## src/rtl/matrix_addsub_stream.sv

```systemverilog
// matrix_addsub_stream
//   Element-wise signed matrix add/subtract engine. A command (start) latches
//   the operation and overflow mode, then N_ROWS packed row pairs are accepted
//   over a valid/ready interface. Each result row appears one cycle after it is
//   accepted, held in a single-entry output register.
//
// Ports
//   clk, rst             clock, synchronous active-high reset
//   start, op_sub, sat_en command strobe (IDLE only), 0=add/1=sub, 0=wrap/1=saturate
//   in_valid, in_ready   row-pair handshake
//   m1, m2               packed operand rows, lane i = [i*ELEM_W +: ELEM_W]
//   out_valid, out_ready result handshake
//   m_out, ovf_lanes     result row and its per-lane overflow flags
//   busy                 command in progress (RUN or DRAIN)
//   done                 pulse on handshake of the final result row
//   ovf                  sticky overflow of the current/last matrix
module matrix_addsub_stream #(
    parameter int ELEM_W = 8,
    parameter int N_ELEM = 5,
    parameter int N_ROWS = 5
) (
    input  logic                     clk,
    input  logic                     rst,
    input  logic                     start,
    input  logic                     op_sub,
    input  logic                     sat_en,
    input  logic                     in_valid,
    output logic                     in_ready,
    input  logic [N_ELEM*ELEM_W-1:0] m1,
    input  logic [N_ELEM*ELEM_W-1:0] m2,
    output logic                     out_valid,
    input  logic                     out_ready,
    output logic [N_ELEM*ELEM_W-1:0] m_out,
    output logic [N_ELEM-1:0]        ovf_lanes,
    output logic                     busy,
    output logic                     done,
    output logic                     ovf
);

    localparam int RW = N_ELEM * ELEM_W;
    localparam int CW = (N_ROWS > 1) ? $clog2(N_ROWS) : 1;

    typedef enum logic [1:0] {
        IDLE,
        RUN,
        DRAIN
    } state_t;

    state_t              state, state_nx;
    logic [CW-1:0]       row_cnt;
    logic                op_q, sat_q;
    logic                in_hs, out_hs, last_row;
    logic [RW-1:0]       res;
    logic [N_ELEM-1:0]   res_ovf;
    logic signed [ELEM_W:0] a_ext, b_ext, sum;

    assign in_hs    = in_valid & in_ready;
    assign out_hs   = out_valid & out_ready;
    assign last_row = (row_cnt == CW'(N_ROWS - 1));

    // Per-lane arithmetic at ELEM_W+1 bits: the result overflows the element
    // range exactly when its top two bits disagree, and the top bit then gives
    // the direction of the overflow.
    always_comb begin
        res     = '0;
        res_ovf = '0;
        a_ext   = '0;
        b_ext   = '0;
        sum     = '0;
        for (int unsigned i = 0; i < N_ELEM; i++) begin
            a_ext = {m1[i*ELEM_W + ELEM_W - 1], m1[i*ELEM_W +: ELEM_W]};
            b_ext = {m2[i*ELEM_W + ELEM_W - 1], m2[i*ELEM_W +: ELEM_W]};
            sum   = op_q ? (a_ext - b_ext) : (a_ext + b_ext);
            res_ovf[i] = sum[ELEM_W] ^ sum[ELEM_W-1];
            if (res_ovf[i] && sat_q) begin
                res[i*ELEM_W +: ELEM_W] = sum[ELEM_W] ? {1'b1, {(ELEM_W-1){1'b0}}}
                                                      : {1'b0, {(ELEM_W-1){1'b1}}};
            end else begin
                res[i*ELEM_W +: ELEM_W] = sum[ELEM_W-1:0];
            end
        end
    end

    always_comb begin
        state_nx = state;
        in_ready = 1'b0;
        done     = 1'b0;
        busy     = (state != IDLE);
        case (state)
            IDLE: begin
                if (start) state_nx = RUN;
            end
            RUN: begin
                // Accept a new row whenever the output register is free or
                // being emptied this cycle, so a full-rate stream has no bubble.
                in_ready = !out_valid || out_ready;
                if (in_valid && in_ready && last_row) state_nx = DRAIN;
            end
            DRAIN: begin
                if (out_hs) begin
                    done     = 1'b1;
                    state_nx = IDLE;
                end
            end
            default: state_nx = IDLE;
        endcase
    end

    always_ff @(posedge clk) begin
        if (rst) begin
            state     <= IDLE;
            row_cnt   <= '0;
            op_q      <= 1'b0;
            sat_q     <= 1'b0;
            out_valid <= 1'b0;
            m_out     <= '0;
            ovf_lanes <= '0;
            ovf       <= 1'b0;
        end else begin
            state <= state_nx;
            if (state == IDLE && start) begin
                op_q    <= op_sub;
                sat_q   <= sat_en;
                row_cnt <= '0;
                ovf     <= 1'b0;
            end
            if (in_hs) begin
                m_out     <= res;
                ovf_lanes <= res_ovf;
                out_valid <= 1'b1;
                ovf       <= ovf | (|res_ovf);
                if (!last_row) row_cnt <= row_cnt + 1'b1;
            end else if (out_hs) begin
                out_valid <= 1'b0;
            end
        end
    end

endmodule

```

## config.mk

```make
export PLATFORM = sky130hd
export DESIGN_NAME = matrix_addsub_stream
export DESIGN_NICKNAME = d
export VERILOG_FILES = /design/src/rtl/matrix_addsub_stream.sv
export SDC_FILE = /design/constraint.sdc
export NUM_CORES = 1
export LEC_CHECK = 0
export ABC_AREA = 1
export BUFFER_PORTS_ARGS = -buffer_cell sky130_fd_sc_hd__buf_2
export CORE_ASPECT_RATIO = 1.25
export CORE_MARGIN = 8
export CORE_UTILIZATION = 30
export DETAILED_ROUTE_END_ITERATION = 10
export MAX_ROUTING_LAYER = met4
export PLACE_DENSITY = 0.53
export SYNTH_ARGS = -nofsm -noshare
export SYNTH_HDL_FRONTEND = slang
export SYNTH_SLANG_ARGS = --single-unit
```

## constraint.sdc

```tcl
create_clock -name clk -period 3.5 [get_ports clk]
set_clock_uncertainty 0.15 [all_clocks]
set_input_delay 0.525 -clock clk [delete_from_list [all_inputs] [get_ports clk]]
set_output_delay 0.525 -clock clk [all_outputs]
set_load 0.01 [all_outputs]
```

; After elaboration in Yosys (flattened, before gate mapping)
; Index checks and enable logic that the tools add are counted.
[word_totals]
inputBits = 87
register_bits = 54
output_inout_bits = 50
[classes]
eq_ne = 6
n_mux = 29
bitwise = 8
n_reduce_logical = 16
add_sub_neg = 11
[ops]
columns = operator, count
row1 = 8-bit two-way mux, 10
row2 = 8-bit by 8-bit adder with 9-bit output, 5
row3 = 9-bit two-way mux, 5
row4 = 8-bit by 8-bit subtractor with 9-bit output, 5
row5 = 3-bit two-way mux, 3
row6 = 1-bit logical AND, 8
row7 = 1-bit two-way mux, 7
row8 = 2-bit two-way mux, 3
row9 = 2-bit inequality test (second input constant), 3
row10 = 2-bit case mux with 3 select lines, 1
row11 = 2-bit nonzero test, 3
row12 = 5-bit OR reduction, 1
row13 = 1-bit XOR, 5
row14 = 3-bit by 1-bit adder with 3-bit output (second input constant), 1
row15 = 3-bit equality test (second input constant), 1
row16 = 3-bit AND reduction, 1
row17 = 1-bit bitwise AND, 2
row18 = 2-bit by 1-bit equality test with 1-bit output (second input constant), 1
row19 = 2-bit equality test (second input constant), 1
row20 = 2-bit logical NOT, 1
row21 = 1-bit logical NOT, 1
row22 = 1-bit logical OR, 1
row23 = 1-bit bitwise OR, 1

; Depth between registers and ports, before layout
[logic_depth]
depth_word = 6
depth_mapped = 21
ltp_nobuf = 21

; Worst setup path before layout
; No wires, ideal clock.
[synth_timing]
path_kind = input to register
startpoint = input port m2[9]
endpoint = register m_out[10]
stages = 18
setup_slack_ns = 0.679
arrival_ns = 2.550
path_buffers = 0
required_ns = 3.228
cell_sequence = inv_1 ha_1 inv_1 nor2_1 inv_1 o21ai_0 xnor2_1 inv_1 ha_1 a21o_1 a21boi_1 nand2_1 nand2_1 nand2_1 nand3_1 nand3_2 nand2_1 a21oi_2
[synth_via]
elab_chain_len = 5
[synth_rtl]
columns = element, line_no
row1 = start: declaration, 30  ; input logic [N_ELEM*ELEM_W-1:0] m2,
row2 = 8-bit by 8-bit adder with 9-bit output or 8-bit by 8-bit subtractor with 9-bit output (tied branches), 73  ; sum = op_q ? (a_ext - b_ext) : (a_ext + b_ext);
row3 = 9-bit two-way mux *, 73
row4 = 1-bit XOR, 74  ; res_ovf[i] = sum[ELEM_W] ^ sum[ELEM_W-1];
row5 = 1-bit logical AND, 75  ; if (res_ovf[i] && sat_q) begin
row6 = 8-bit two-way mux *, 75
row7 = end signal: assignment, 128  ; m_out <= res;
row8 = end: declaration, 33  ; output logic [N_ELEM*ELEM_W-1:0] m_out,
; Every way passes the cells marked *; elsewhere a longest branch is shown, timed or not.
; A chain may end at the register's enable or synchronous reset.

; Worst setup path after layout
[layout_timing]
startpoint = input port m2[9]
endpoint = register ovf
[layout_via]
elab_chain_len = 6
[layout_rtl]
columns = element, line_no
row1 = 8-bit by 8-bit adder with 9-bit output or 8-bit by 8-bit subtractor with 9-bit output (tied branches), 73
row2 = 9-bit two-way mux *, 73
row3 = 1-bit XOR *, 74
row4 = 5-bit OR reduction *, 131  ; ovf <= ovf | (|res_ovf);
row5 = 1-bit bitwise OR *, 131
row6 = 1-bit two-way mux *, 127  ; if (in_hs) begin
row7 = end signal: assignment, 131
row8 = end: declaration, 37  ; output logic ovf
; Marks and branches as above.

==> results.py <==
metrics = {
    "global_route": {
        "grt_pass1_vias": 5242,
        "antenna_found_initial": 0,
        "grt_util_all_layers": 0.139,
        "grt_max_degree": 41,
        "grt_pass1_wl_mm": 24.5,
        "gr-total-overflow": 0,
    },
    "clock_tree": {
        "path_clk_slew_ps": 70,
        "ctsHtreeMaxLevel": 2,
        "cts_tree": "yes",
        "clock_latency_ps": 300,
        "cts_hold_buf": 0,
        "cts_root_buf": "clkbuf_16",
        "ctsResizeCount": 0,
        "cts_num_sinks": 54,
        "clk_path_buf_depth": 2,
        "post_cts_buffers": 0,
        "cts_buffers": 5,
    },
    "die": {
        "fp.coreArea_um2": 17200,
        "ioPinCount": 137,
        "die_h_um": 163,
        "initial_core_util": 0.301,
        "rows": 54,
        "fp.dieArea_um2": 21800,
        "chipWidth_um": 134,
    },
    "sta": {
        "rsz0062_at_grt": "false",
        "fin_crit_ps": 3010,
        "slew_headroom": 0.362,
        "fmax_mhz": 333,
        "tightest_slew_ps": 955,
        "finalCritPeriodShare": 0.859,
        "setup_ws_ps": 494,
        "setup_tns_ps": 0,
        "hold_viol_final": 0,
        "whs_ps": 314,
        "final-max-slew-violation-count": 0,
        "setup_viol": 0,
    },
    "setup_path": {
        "required_ps": 3540,
        "arrival_ps": 3050,
        "worst-path-max-fanout": 6,
        "end_kind": "register",
        "worstSetupPathType": "primary input to register",
        "critPathLaunchType": "primary input",
        "rr_worst_depth": 15,
    },
    "synthesis": {
        "yosys.area.top_type_share": 0.208,
        "syn-instance-count": 759,
        "synth-seq-cells": 54,
        "syn_area_um2": 5190,
        "yosysTopAreaCell": "dfxtp_1",
        "yosys_warnings": 0,
        "syn_nets": 898,
        "ys_types": 38,
        "synthFlopType": "dfxtp_1",
        "synthTopCellsByArea": "dfxtp_1 (21%), nand2_1 (13%), ha_1 (11%), inv_1 (6.7%), xor2_1 (6.1%)",
        "synth-async-reset-ratio": 0,
        "ys_seq_area_frac": 0.208,
        "synth_edf_count": 0,
        "syn_avg_cell_area_um2": 6.84,
    },
    "final_layout": {
        "fin_nets": 1028,
        "regArea_um2": 1080,
        "drive_gt1_frac": 0.256,
        "multi_input_comb_area_um2": 3620,
        "finish.utilization": 0.364,
        "fillers": 1932,
        "area_growth_pct": 20.7,
        "num_antenna_cells": 0,
    },
    "pwr": {
        "p_total_mw": 2.59,
        "powerDensity_nw_per_um2": 414,
        "ir_worst_vdd_v": 0.000180,
        "p_leak_nw": 3.27,
    },
    "route": {
        "wl_per_cell_um": 13.2,
        "via_per_inst": 4.66,
        "vias": 5189,
        "drc_errors": 0,
        "firstDrtPassIters": 4,
        "ant_nets": 0,
        "drt_wl_total_mm": 14.7,
        "drtIter0Drc": 122,
    },
    "worst_hold_path": {
        "hp-class": "register to register",
        "hold_depth": 2,
    },
    "placement": {
        "routabilityCongestion": 0.832,
        "dp_hpwl_mm": 12.2,
        "pre_cts_ws_ps": 144,
        "port_buffers": 136,
    },
    "run_status": {
        "outcome": "finished clean",
    },
    "run": {
        "drv_cap": 0,
    },
}
[synth_stat cells, types with 13 or more instances]
master	number
inv_1	92
xor2_1	36
o21ai_0	54
ha_1	47
a21oi_1	47
dfxtp_1	54
o211ai_1	13
nand3_1	53
xnor2_1	14
nor2_1	33
a21oi_2	33
nand2_1	176
[power by group]
group	total, mW	switching, mW	internal (mW)	leakage (nW)
sequential	0.703	0.0368	0.667	0.441
clock	0.585	0.245	0.340	0.0842
combinational	1.30	0.801	0.501	2.75
[cell type report]
cell class / instances / share of cell area
inverters: 105 / 0.0637
repair buffers: 141 / 0.115
flip-flops and latches: 54 / 0.173
clock buffers: 5 / 0.0200
well taps: 224 / 0.0447
clock inverters: 3 / 0.00699
multi-input cells: 582 / 0.577
[cell families after synthesis]
| logic type | share of synthesized area |
|---|---|
| simple gates | 0.273 |
| compound gates | 0.207 |
| buf+inv | 0.0952 |
| flops | 0.208 |
| fa+ha+maj | 0.133 |
| xor+xnor | 0.0844 |
[state kept, by name, indices dropped and copies added, names as in the netlist]
signal,flops
m_out,40
sat_q,1
out_valid,1
ovf,1
row_cnt,3
ovf_lanes,5
op_q,1
state,2
[per-layer routing]
metal  wire (um)  track usage  up-vias
met3         412       0.0178       11
met1        6390        0.148     2319
met2        7590        0.264       85
met4         287       0.0389        0
li1            -            -     2774
met5           0            -        -
[critical path, stage by stage]
cell and delay (ps):
buf_2 110, inv_1 60, ha_1 140, inv_1 50, nor2_1 150, inv_1 80, o21ai_0 200, xnor2_1 140
inv_1 50, ha_1 350, a21o_1 220, a21boi_1 170, nand3_1 100, nand2_1 130, nand3_1 130, nand2_1 160
nand3_1 140, nor2_1 110, nor2_1 40
[layout by cell type (no fill, tap or decap), drive strengths merged]
cell	Yosys	layout
a2111oi	1	1
a21boi	2	2
a21o	4	4
a21oi	80	80
a22oi	5	5
a311oi	1	1
a31oi	3	3
a41oi	4	4
buf	6	141
bufinv	0	1
clkbuf	12	5
clkinv	1	2
dfxtp	54	54
fa	5	5
ha	47	47
inv	104	105
nand2	189	189
nand3	66	66
nand3b	3	3
nand4	5	5
nor2	40	40
nor3	7	7
o211a	1	1
o211ai	13	13
o21a	2	2
o21ai	54	54
xnor2	14	14
xor2	36	36
[path summary, 6_finish.rpt]
| path | start | end | slack, ps |
|---|---|---|---|
| hold / removal | m_out[7]$_SDFFE_PP0P_ | m_out[7]$_SDFFE_PP0P_ | 310 |
| hold reg to reg | m_out[7]$_SDFFE_PP0P_ | m_out[7]$_SDFFE_PP0P_ | 310 |
| setup reg to reg | op_q$_SDFFE_PP0P_ | ovf$_SDFFE_PP0P_ | 610 |
| setup / recovery | m2[9] | ovf$_SDFFE_PP0P_ | 490 |
[stage by stage]
step	instance area (um2)	std cells
3_3_place_gp	6090	1106
2_1_floorplan	5190	759
4_1_cts	6260	1114
6_report	6260	1114
3_5_place_dp	6090	1106
5_1_grt	6260	1114
No activity file was read; power rests on OpenSTA's default activity.
